**src/rtl/apb4_pkg.sv**
```systemverilog
// apb4_pkg: shared definitions for the APB4 register bank.
//   - apb4_state_e : transfer FSM states (IDLE / ACCESS / DONE)
//   - APB4_DATA_W, APB4_STRB_W : APB4 data and byte-strobe widths
//   - apb4_merge() : byte-lane merge of write data into an old register value
package apb4_pkg;

    localparam int APB4_DATA_W = 32;
    localparam int APB4_STRB_W = 4;

    typedef enum logic [1:0] {
        ST_IDLE   = 2'd0,
        ST_ACCESS = 2'd1,
        ST_DONE   = 2'd2
    } apb4_state_e;

    // Bytes with strb set take new_v, all others keep old_v.
    function automatic logic [APB4_DATA_W-1:0] apb4_merge(
        input logic [APB4_DATA_W-1:0] old_v,
        input logic [APB4_DATA_W-1:0] new_v,
        input logic [APB4_STRB_W-1:0] strb
    );
        logic [APB4_DATA_W-1:0] r;
        r = old_v;
        for (int b = 0; b < APB4_STRB_W; b++) begin
            if (strb[b]) r[8*b +: 8] = new_v[8*b +: 8];
        end
        return r;
    endfunction

endpackage

```
**src/rtl/apb4_wait_ctr.sv**
```systemverilog
// apb4_wait_ctr: wait-state counter for the APB4 ACCESS phase.
// Ports:
//   pclk, preset : clock, async active-high reset
//   clr          : forces the count back to 0 on the next edge
//   tc           : terminal count, high while count == MAX
module apb4_wait_ctr #(
    parameter int MAX = 0
) (
    input  logic pclk,
    input  logic preset,
    input  logic clr,
    output logic tc
);

    logic [3:0] cnt_q, cnt_d;

    always_comb begin
        cnt_d = cnt_q + 4'd1;
        if (clr) cnt_d = '0;
    end

    always_ff @(posedge pclk or posedge preset) begin
        if (preset) cnt_q <= '0;
        else        cnt_q <= cnt_d;
    end

    assign tc = (cnt_q == 4'(MAX));

endmodule

```
**src/rtl/apb4_regbank.sv**
```systemverilog
// apb4_regbank: APB4 slave with NUM_REGS 32-bit registers.
// Ports:
//   pclk, preset           : clock, async active-high reset
//   psel/penable/pwrite    : APB4 controls
//   paddr/pwdata/pstrb     : APB4 address, write data, byte strobes
//   prdata/pready/pslverr  : APB4 response
//   hw_status              : read value of read-only (RO_MASK) slots
//   reg_q                  : RW register contents (RO slots read 0)
//   wr_pulse               : one-cycle strobe per register after a committed write
// Request fields and the read value are latched at the SETUP edge, so the
// bus may change freely during ACCESS without affecting the transfer.
module apb4_regbank
    import apb4_pkg::*;
#(
    parameter int                  ADDRWIDTH   = 12,
    parameter int                  NUM_REGS    = 16,
    parameter int                  WAIT_STATES = 0,
    parameter logic [NUM_REGS-1:0] RO_MASK     = {NUM_REGS{1'b0}}
) (
    input  logic                         pclk,
    input  logic                         preset,
    input  logic                         psel,
    input  logic                         penable,
    input  logic                         pwrite,
    input  logic [ADDRWIDTH-1:0]         paddr,
    input  logic [APB4_DATA_W-1:0]       pwdata,
    input  logic [APB4_STRB_W-1:0]       pstrb,
    output logic [APB4_DATA_W-1:0]       prdata,
    output logic                         pready,
    output logic                         pslverr,
    input  logic [NUM_REGS*32-1:0]       hw_status,
    output logic [NUM_REGS*32-1:0]       reg_q,
    output logic [NUM_REGS-1:0]          wr_pulse
);

    localparam int IDX_W = ADDRWIDTH - 2;

    apb4_state_e                    state_q, state_d;
    logic [IDX_W-1:0]               idx_q, idx_d;
    logic                           wr_q, wr_d;
    logic [APB4_DATA_W-1:0]         wdata_q, wdata_d;
    logic [APB4_STRB_W-1:0]         strb_q, strb_d;
    logic                           err_q, err_d;
    logic [APB4_DATA_W-1:0]         prdata_q, prdata_d;
    logic [NUM_REGS-1:0][31:0]      regs_q, regs_d;
    logic [NUM_REGS-1:0]            wr_pulse_q, wr_pulse_d;

    logic                           tc, ctr_clr;
    logic                           setup, pready_int, abort;
    logic [IDX_W-1:0]               idx_in;
    logic [NUM_REGS-1:0]            hit_in, hit_q;
    logic                           err_in;
    logic [APB4_DATA_W-1:0]         rd_in;

    assign setup      = psel && !penable;
    assign pready_int = (state_q == ST_ACCESS) && tc;
    // Dropping psel before the pready cycle abandons the transfer.
    assign abort      = (state_q == ST_ACCESS) && !psel && !tc;
    // Count only while an ACCESS is still waiting; restart for the next one.
    assign ctr_clr    = (state_q != ST_ACCESS) || tc || !psel;

    apb4_wait_ctr #(.MAX(WAIT_STATES)) u_wait_ctr (
        .pclk   (pclk),
        .preset (preset),
        .clr    (ctr_clr),
        .tc     (tc)
    );

    // Address decode for the incoming SETUP and for the latched index.
    always_comb begin
        idx_in = paddr[ADDRWIDTH-1:2];
        hit_in = '0;
        hit_q  = '0;
        rd_in  = '0;
        for (int i = 0; i < NUM_REGS; i++) begin
            hit_in[i] = (32'(idx_in) == 32'(i));
            hit_q[i]  = (32'(idx_q) == 32'(i));
            if (hit_in[i]) rd_in = RO_MASK[i] ? hw_status[32*i +: 32] : regs_q[i];
        end
        err_in = (paddr[1:0] != 2'b00)
              || (32'(idx_in) >= 32'(NUM_REGS))
              || (pwrite && |(hit_in & RO_MASK));
    end

    always_comb begin
        state_d    = state_q;
        idx_d      = idx_q;
        wr_d       = wr_q;
        wdata_d    = wdata_q;
        strb_d     = strb_q;
        err_d      = err_q;
        prdata_d   = prdata_q;
        regs_d     = regs_q;
        wr_pulse_d = '0;
        case (state_q)
            ST_IDLE, ST_DONE: begin
                if (setup) begin
                    state_d  = ST_ACCESS;
                    idx_d    = idx_in;
                    wr_d     = pwrite;
                    wdata_d  = pwdata;
                    strb_d   = pstrb;
                    err_d    = err_in;
                    prdata_d = (pwrite || err_in) ? '0 : rd_in;
                end else begin
                    state_d  = ST_IDLE;
                    prdata_d = '0;
                end
            end
            ST_ACCESS: begin
                if (abort) begin
                    state_d  = ST_IDLE;
                    prdata_d = '0;
                end else if (tc) begin
                    state_d  = ST_DONE;
                    prdata_d = '0;
                    if (wr_q && !err_q) begin
                        for (int i = 0; i < NUM_REGS; i++) begin
                            if (hit_q[i]) begin
                                regs_d[i]     = apb4_merge(regs_q[i], wdata_q, strb_q);
                                wr_pulse_d[i] = 1'b1;
                            end
                        end
                    end
                end
            end
            default: state_d = ST_IDLE;
        endcase
    end

    always_ff @(posedge pclk or posedge preset) begin
        if (preset) begin
            state_q    <= ST_IDLE;
            idx_q      <= '0;
            wr_q       <= 1'b0;
            wdata_q    <= '0;
            strb_q     <= '0;
            err_q      <= 1'b0;
            prdata_q   <= '0;
            regs_q     <= '0;
            wr_pulse_q <= '0;
        end else begin
            state_q    <= state_d;
            idx_q      <= idx_d;
            wr_q       <= wr_d;
            wdata_q    <= wdata_d;
            strb_q     <= strb_d;
            err_q      <= err_d;
            prdata_q   <= prdata_d;
            regs_q     <= regs_d;
            wr_pulse_q <= wr_pulse_d;
        end
    end

    always_comb begin
        reg_q = '0;
        for (int i = 0; i < NUM_REGS; i++) begin
            reg_q[32*i +: 32] = RO_MASK[i] ? 32'h0 : regs_q[i];
        end
    end

    assign prdata   = prdata_q;
    assign pready   = pready_int;
    assign pslverr  = err_q && pready_int;
    assign wr_pulse = wr_pulse_q;

endmodule

```
**config.mk**
```make
export PLATFORM = sky130hd
export DESIGN_NAME = apb4_regbank
export DESIGN_NICKNAME = d
export VERILOG_FILES = /design/src/rtl/apb4_pkg.sv /design/src/rtl/apb4_wait_ctr.sv /design/src/rtl/apb4_regbank.sv
export SDC_FILE = /design/constraint.sdc
export NUM_CORES = 1
export LEC_CHECK = 0
export ABC_AREA = 1
export CAP_MARGIN = 15
export CORE_AREA = 3 3 442 444
export DETAILED_ROUTE_END_ITERATION = 6
export DIE_AREA = 0 0 445 447
export PLACE_DENSITY_LB_ADDON = 0.25
export SLEW_MARGIN = 20
export SYNTH_ARGS = -nofsm -noshare
export SYNTH_HDL_FRONTEND = slang
export SYNTH_SLANG_ARGS = --single-unit
```
**constraint.sdc**
```tcl
create_clock -name pclk -period 24.3 [get_ports pclk]
set_input_delay 2.43 -clock pclk [delete_from_list [all_inputs] [get_ports pclk]]
set_output_delay 2.43 -clock pclk [all_outputs]
set_load 0.1 [all_outputs]
```
# Yosys cells after proc, flatten, opt, wreduce, memory -nomap -nowiden
# Index checks and enable logic that the tools add are counted.
dict set report word_totals {
  out_inout_bits 562
  input_bits 565
  elab_cells 243
  register_bits 614
}
dict set report op_classes {
  n_eq_ne 34
  muxes 46
  reduce_logical 87
  addsub 1
  order_cmp 1
  n_bitwise 1
}
# op n
set ops {}
lappend ops {{$mux 32} 20}
lappend ops {{$reduce_and 6->1} 64}
lappend ops {{$eq 10x4->1 const B} 16}
lappend ops {{$eq 10x3->1 const B} 8}
lappend ops {{$mux 16} 4}
lappend ops {{$pmux 32 s2} 1}
lappend ops {{$eq 10x2->1 const B} 4}
lappend ops {{$eq 10x1->1 const B} 2}
lappend ops {{$logic_not 10->1} 2}
lappend ops {{$mux 1} 17}
lappend ops {{$ge 10x5->1 const B} 1}
lappend ops {{$logic_and 1x1->1} 6}
lappend ops {{$add 4x1->4 const B} 1}
lappend ops {{$logic_not 1->1} 4}
lappend ops {{$logic_not 4->1} 1}
lappend ops {{$logic_or 1x1->1} 4}
lappend ops {{$mux 2} 2}
lappend ops {{$mux 4} 1}
lappend ops {{$pmux 2 s2} 1}
lappend ops {{$reduce_and 2->1} 2}
lappend ops {{$reduce_bool 2->1} 2}
lappend ops {{$ne 3x3->1 const B} 1}
lappend ops {{$eq 2x1->1 const B} 1}
lappend ops {{$eq 2x2->1 const B} 1}
lappend ops {{4 further kinds} 4}

# Logic depth before layout (Yosys ltp)
dict set report logic_depth {
  ltp_word 20
  depth_mapped 17
}

# Cells and area by module
# A second synthesis with hierarchy kept.
dict set report hier_totals {
  hier_cells 3152
  hier_area_um2 28085.7
}
# module area_each_um2 instances cells_each
set by_module_without_submodules {}
lappend by_module_without_submodules {apb4_regbank 27888.0 1 3129}
lappend by_module_without_submodules {apb4_wait_ctr 197.7 1 23}

# Worst setup path before layout
# No wires, ideal clock.
dict set report synth_timing {
  path_type {reg2out}
  start {register u_wait_ctr.cnt_q[0]}
  end {output pslverr}
  path_buffers 0
  setup_slack_ps 19063
  path_stages_with_launch 5
  t_arrival_ps 2807
  required_ps 21870
  path_cell_list {dfrtp_1 > inv_1 > ha_1 > nand2_2 > nor3_1}
}
dict set report synth_between {
  elab_chain_len 3
}
# item line_no
set synth_rtl {}
lappend synth_rtl {{from (decl)} apb4_wait_ctr.sv:15} ;# logic [3:0] cnt_q, cnt_d;
lappend synth_rtl {{from (signal assigned)} apb4_wait_ctr.sv:24} ;# else cnt_q <= cnt_d;
lappend synth_rtl {{$logic_not 4->1} apb4_wait_ctr.sv:27} ;# assign tc = (cnt_q == 4'(MAX));
lappend synth_rtl {{$logic_and 1x1->1} apb4_regbank.sv:56} ;# assign pready_int = (state_q == ST_ACCESS) && tc;
lappend synth_rtl {{$logic_and 1x1->1} apb4_regbank.sv:164} ;# assign pslverr = err_q && pready_int;
lappend synth_rtl {{to (decl)} apb4_regbank.sv:30} ;# output logic pslverr,
# Every way passes these cells.

# Worst setup path in the final report
dict set report layout_timing {
  start {input paddr[11]}
  end {register prdata_q[11] (netlist: prdata[11])}
}
dict set report layout_between {
  elab_chain_len 20
  elab_cells_between_ends 38
  cone_classes {order compare (1); eq/ne (15); mux (19); reduce/logical (3)}
}
# item line_no
set layout_rtl {}
lappend layout_rtl {{from (decl)} apb4_regbank.sv:25} ;# input logic [ADDRWIDTH-1:0] paddr,
lappend layout_rtl {{$logic_not 10->1} apb4_regbank.sv:76} ;# hit_in[i] = (32'(idx_in) == 32'(i));
lappend layout_rtl {{$mux 32 (16 in a row)} apb4_regbank.sv:78} ;# if (hit_in[i]) rd_in = RO_MASK[i] ? hw_status[32*i +: 32] : regs_q[i];
lappend layout_rtl {{$mux 32 (*)} apb4_regbank.sv:104} ;# prdata_d = (pwrite || err_in) ? '0 : rd_in;
lappend layout_rtl {{$mux 32 (*)} apb4_regbank.sv:97} ;# if (setup) begin
lappend layout_rtl {{$pmux 32 s2 (*)} apb4_regbank.sv:95} ;# case (state_q)
lappend layout_rtl {{to (signal assigned)} apb4_regbank.sv:149} ;# prdata_q <= prdata_d;
lappend layout_rtl {{to (decl)} apb4_regbank.sv:44} ;# logic [APB4_DATA_W-1:0] prdata_q, prdata_d;
# Mark *: on every way between the ends. The rest lies on a longest branch, timed or not.
# A chain may end at the register's enable or synchronous reset.

==> impl_metrics.tcl <==
set metrics [dict create \
    via_count 25100 \
    clk_pin_slew_ns 0.07 \
    final-hold-violation-count 0 \
    final_cell_mix "nand2_1, dfrtp_1, clkdlybuf4s50_1" \
    cts_tree "done" \
    tns_ns 0 \
    core_area_sq_um 192000 \
    pre_cts_ws_ns 16.98 \
    synth_area_sq_um 26700 \
    grt_max_degree 154 \
    dieHeight_microns 447 \
    grt_use_total_pct 16.5 \
    drc_errors 0 \
    p_leak_nw 15.7 \
    cts_buffers 79 \
    clk_path_buf_depth 3 \
    cts_htree_levels 3 \
    wl_microns 169000 \
    slowest_stage "buf_4" \
    max_slew.worst_pin.slew_ns 1.20 \
    dieArea_sq_um 199000 \
    drive_above_1_share_pct 7.89 \
    die-width_microns 445 \
    syn_inst 3161 \
    start_util_pct 13.9 \
    clock-sinks 614 \
    io_pins 1127 \
    crit_chain "clkdlybuf4s50_1 > nor2_4 > buf_4 > nand3_1 > nor2_1 > inv_1 > nor2_4 > buf_4 > inv_1 > or2_2 > nand2_1 > nand3_1 > nand2_1 > nand4_1 > nand2_1 > nand2_1 > nand2_1 > nand2_1" \
    drtIter0Drc 2064 \
    synth_area_leaders "dfrtp_1, nand2_1, o21ai_0" \
    end_kind "flop" \
    crit_fanout 35 \
    start_kind "input port" \
    fmax_mhz 158 \
    io_buffers 614 \
    overflow 0 \
    synth-seq-area-share_pct 57.5 \
    area_growth_pct 42.3 \
    fin_util_pct 19.8 \
    finalSetupViolCount 0 \
    rsz0062_at_grt "false" \
    fin_skew_ns 0.0402 \
    ctsResizeCount 0 \
    vdd_drop_max_uv 51.2 \
    cap_violations 0 \
    viasPerCell 3.97 \
    postCtsHoldBufs 0 \
    min_period_ns 6.33 \
    drt_first_pass_iters 5 \
    routedWlPerCell_microns 26.7 \
    final_common_cell "nand2_1" \
    synth.distinct_cells 32 \
    yosysTopAreaCellShare_pct 57.5 \
    antenna_found_initial 35 \
    synth_fp_nets 3728 \
    dpl.hpwl_microns 125000 \
    rows 161 \
    slew_viol_final 0 \
    p_total_mw 2.40 \
    syn_avg_cell_area_sq_um 8.46 \
    clockRootBuffer "clkbuf_16" \
    fin_crit_sh_pct 26.0 \
    synth_area_leader_cell "dfrtp_1" \
    ant_nets 0 \
    grt_pass1_vias 24200 \
    ys_ff_latch 614 \
    nNetsFinal 4296 \
    globalplace.congestion 0.833 \
    status "finished, final reports clean" \
    layout_setup_ws_ns 17.97 \
    hold_path.class "flop to flop" \
    synth_warnings 0 \
    cpPeakStageDelay_ns 0.61 \
    worstPathRequired_ns 24.90 \
    critical_path.most_common_cell "nand2_1" \
    grt_pass1_wl_microns 224000 \
    power_density_nw_per_um2 63.1 \
    slew_headroom_pct 19.5 \
    clk_latency_ns 0.71 \
    critical_path_class "input port to flop" \
    post_cts_buffers 0 \
    cp.arrival_ns 6.93 \
]
stage by stage:
stage,cells,hold WS [ns],area [sq um]
after global placement,6174,0.470,35500
after global routing,6318,0.497,38000
after detailed placement,6174,0.465,35500
after CTS,6315,0.482,38000
final,6332,0.480,38000
after floorplan,3161,0.450,26700
layer usage:
| metal | share of wire (%) | track usage (%) | vias up | wire length, microns |
|---|---|---|---|---|
| li1 | - | - | 11500 | - |
| met1 | 45 | 22.6 | 12500 | 76200 |
| met2 | 44 | 25.5 | 1041 | 74800 |
| met4 | 2.5 | 3.99 | 0 | 4190 |
| met3 | 8.3 | 4.70 | 174 | 14000 |
| met5 | 0 | 0 | - | 0 |
critical path, delay by kind of cell:
kind	cells	cell delay, ns
and+or+nand+nor	13	2.09
buffers and inverters	5	2.34
power breakdown:
group          internal (mW)  switching, mW
sequential              1.04         0.0151
combinational         0.0249          0.150
clock                  0.660          0.512
Yosys cell counts, drive strengths merged:
cell type	instances
dlygate4sd1	3
nor4	4
inv	174
o21ai	559
clkbuf	83
or4	1
nand2	1078
xnor2	1
a21oi	55
buf	89
nand4	98
nor3	11
or2	20
ha	2
nand3b	2
dfrtp	614
xor2	1
o21bai	4
nor2	235
a2111oi	1
clkinv	1
nand3	125
flip-flops by register name, indices dropped and copies added (netlist names), 2 cells and up:
signal	count
u_wait_ctr.cnt_q	4
idx_q	10
wdata_q	32
prdata	32
reg_q	512
strb_q	4
wr_pulse	16
state_q	2
kinds of logic after synthesis:
kind of cell,Yosys count,synth area share (%)
flops,614,57.5
xor+xnor,2,0.0655
compound gates,619,11.7
simple gates,1574,24.4
buf+inv,350,6.25
fa+ha+maj,2,0.0936
area by class of cell:
cell class | instances | area [sq um]
diodes | 17 | 42.5
clock buffers | 112 | 2200
clock inverters | 29 | 312
fillers | 21500 | 154000
inverters | 175 | 666
multi-input cells | 2197 | 9890
flip-flops and latches | 614 | 15400
well taps | 2526 | 3160
repair buffers | 662 | 6400
final timing paths:
| kind | depth (start not counted) | slack [ns] | start | endpoint |
|---|---|---|---|---|
| max | 18 | 17.97 | paddr[11] | prdata[11] |
| min | 2 | 0.48 | prdata[27] | prdata[27] |
| max reg2reg | 8 | 20.63 | u_wait_ctr.cnt_q[0] | reg_q[37] |
| min reg2reg | 2 | 0.48 | prdata[27] | prdata[27] |
| max in group asynchronous | 6 | 18.22 | preset | reg_q[475] |
| min in group asynchronous | 2 | 2.28 | preset | reg_q[142] |
Power figures use the tool's default switching activity.
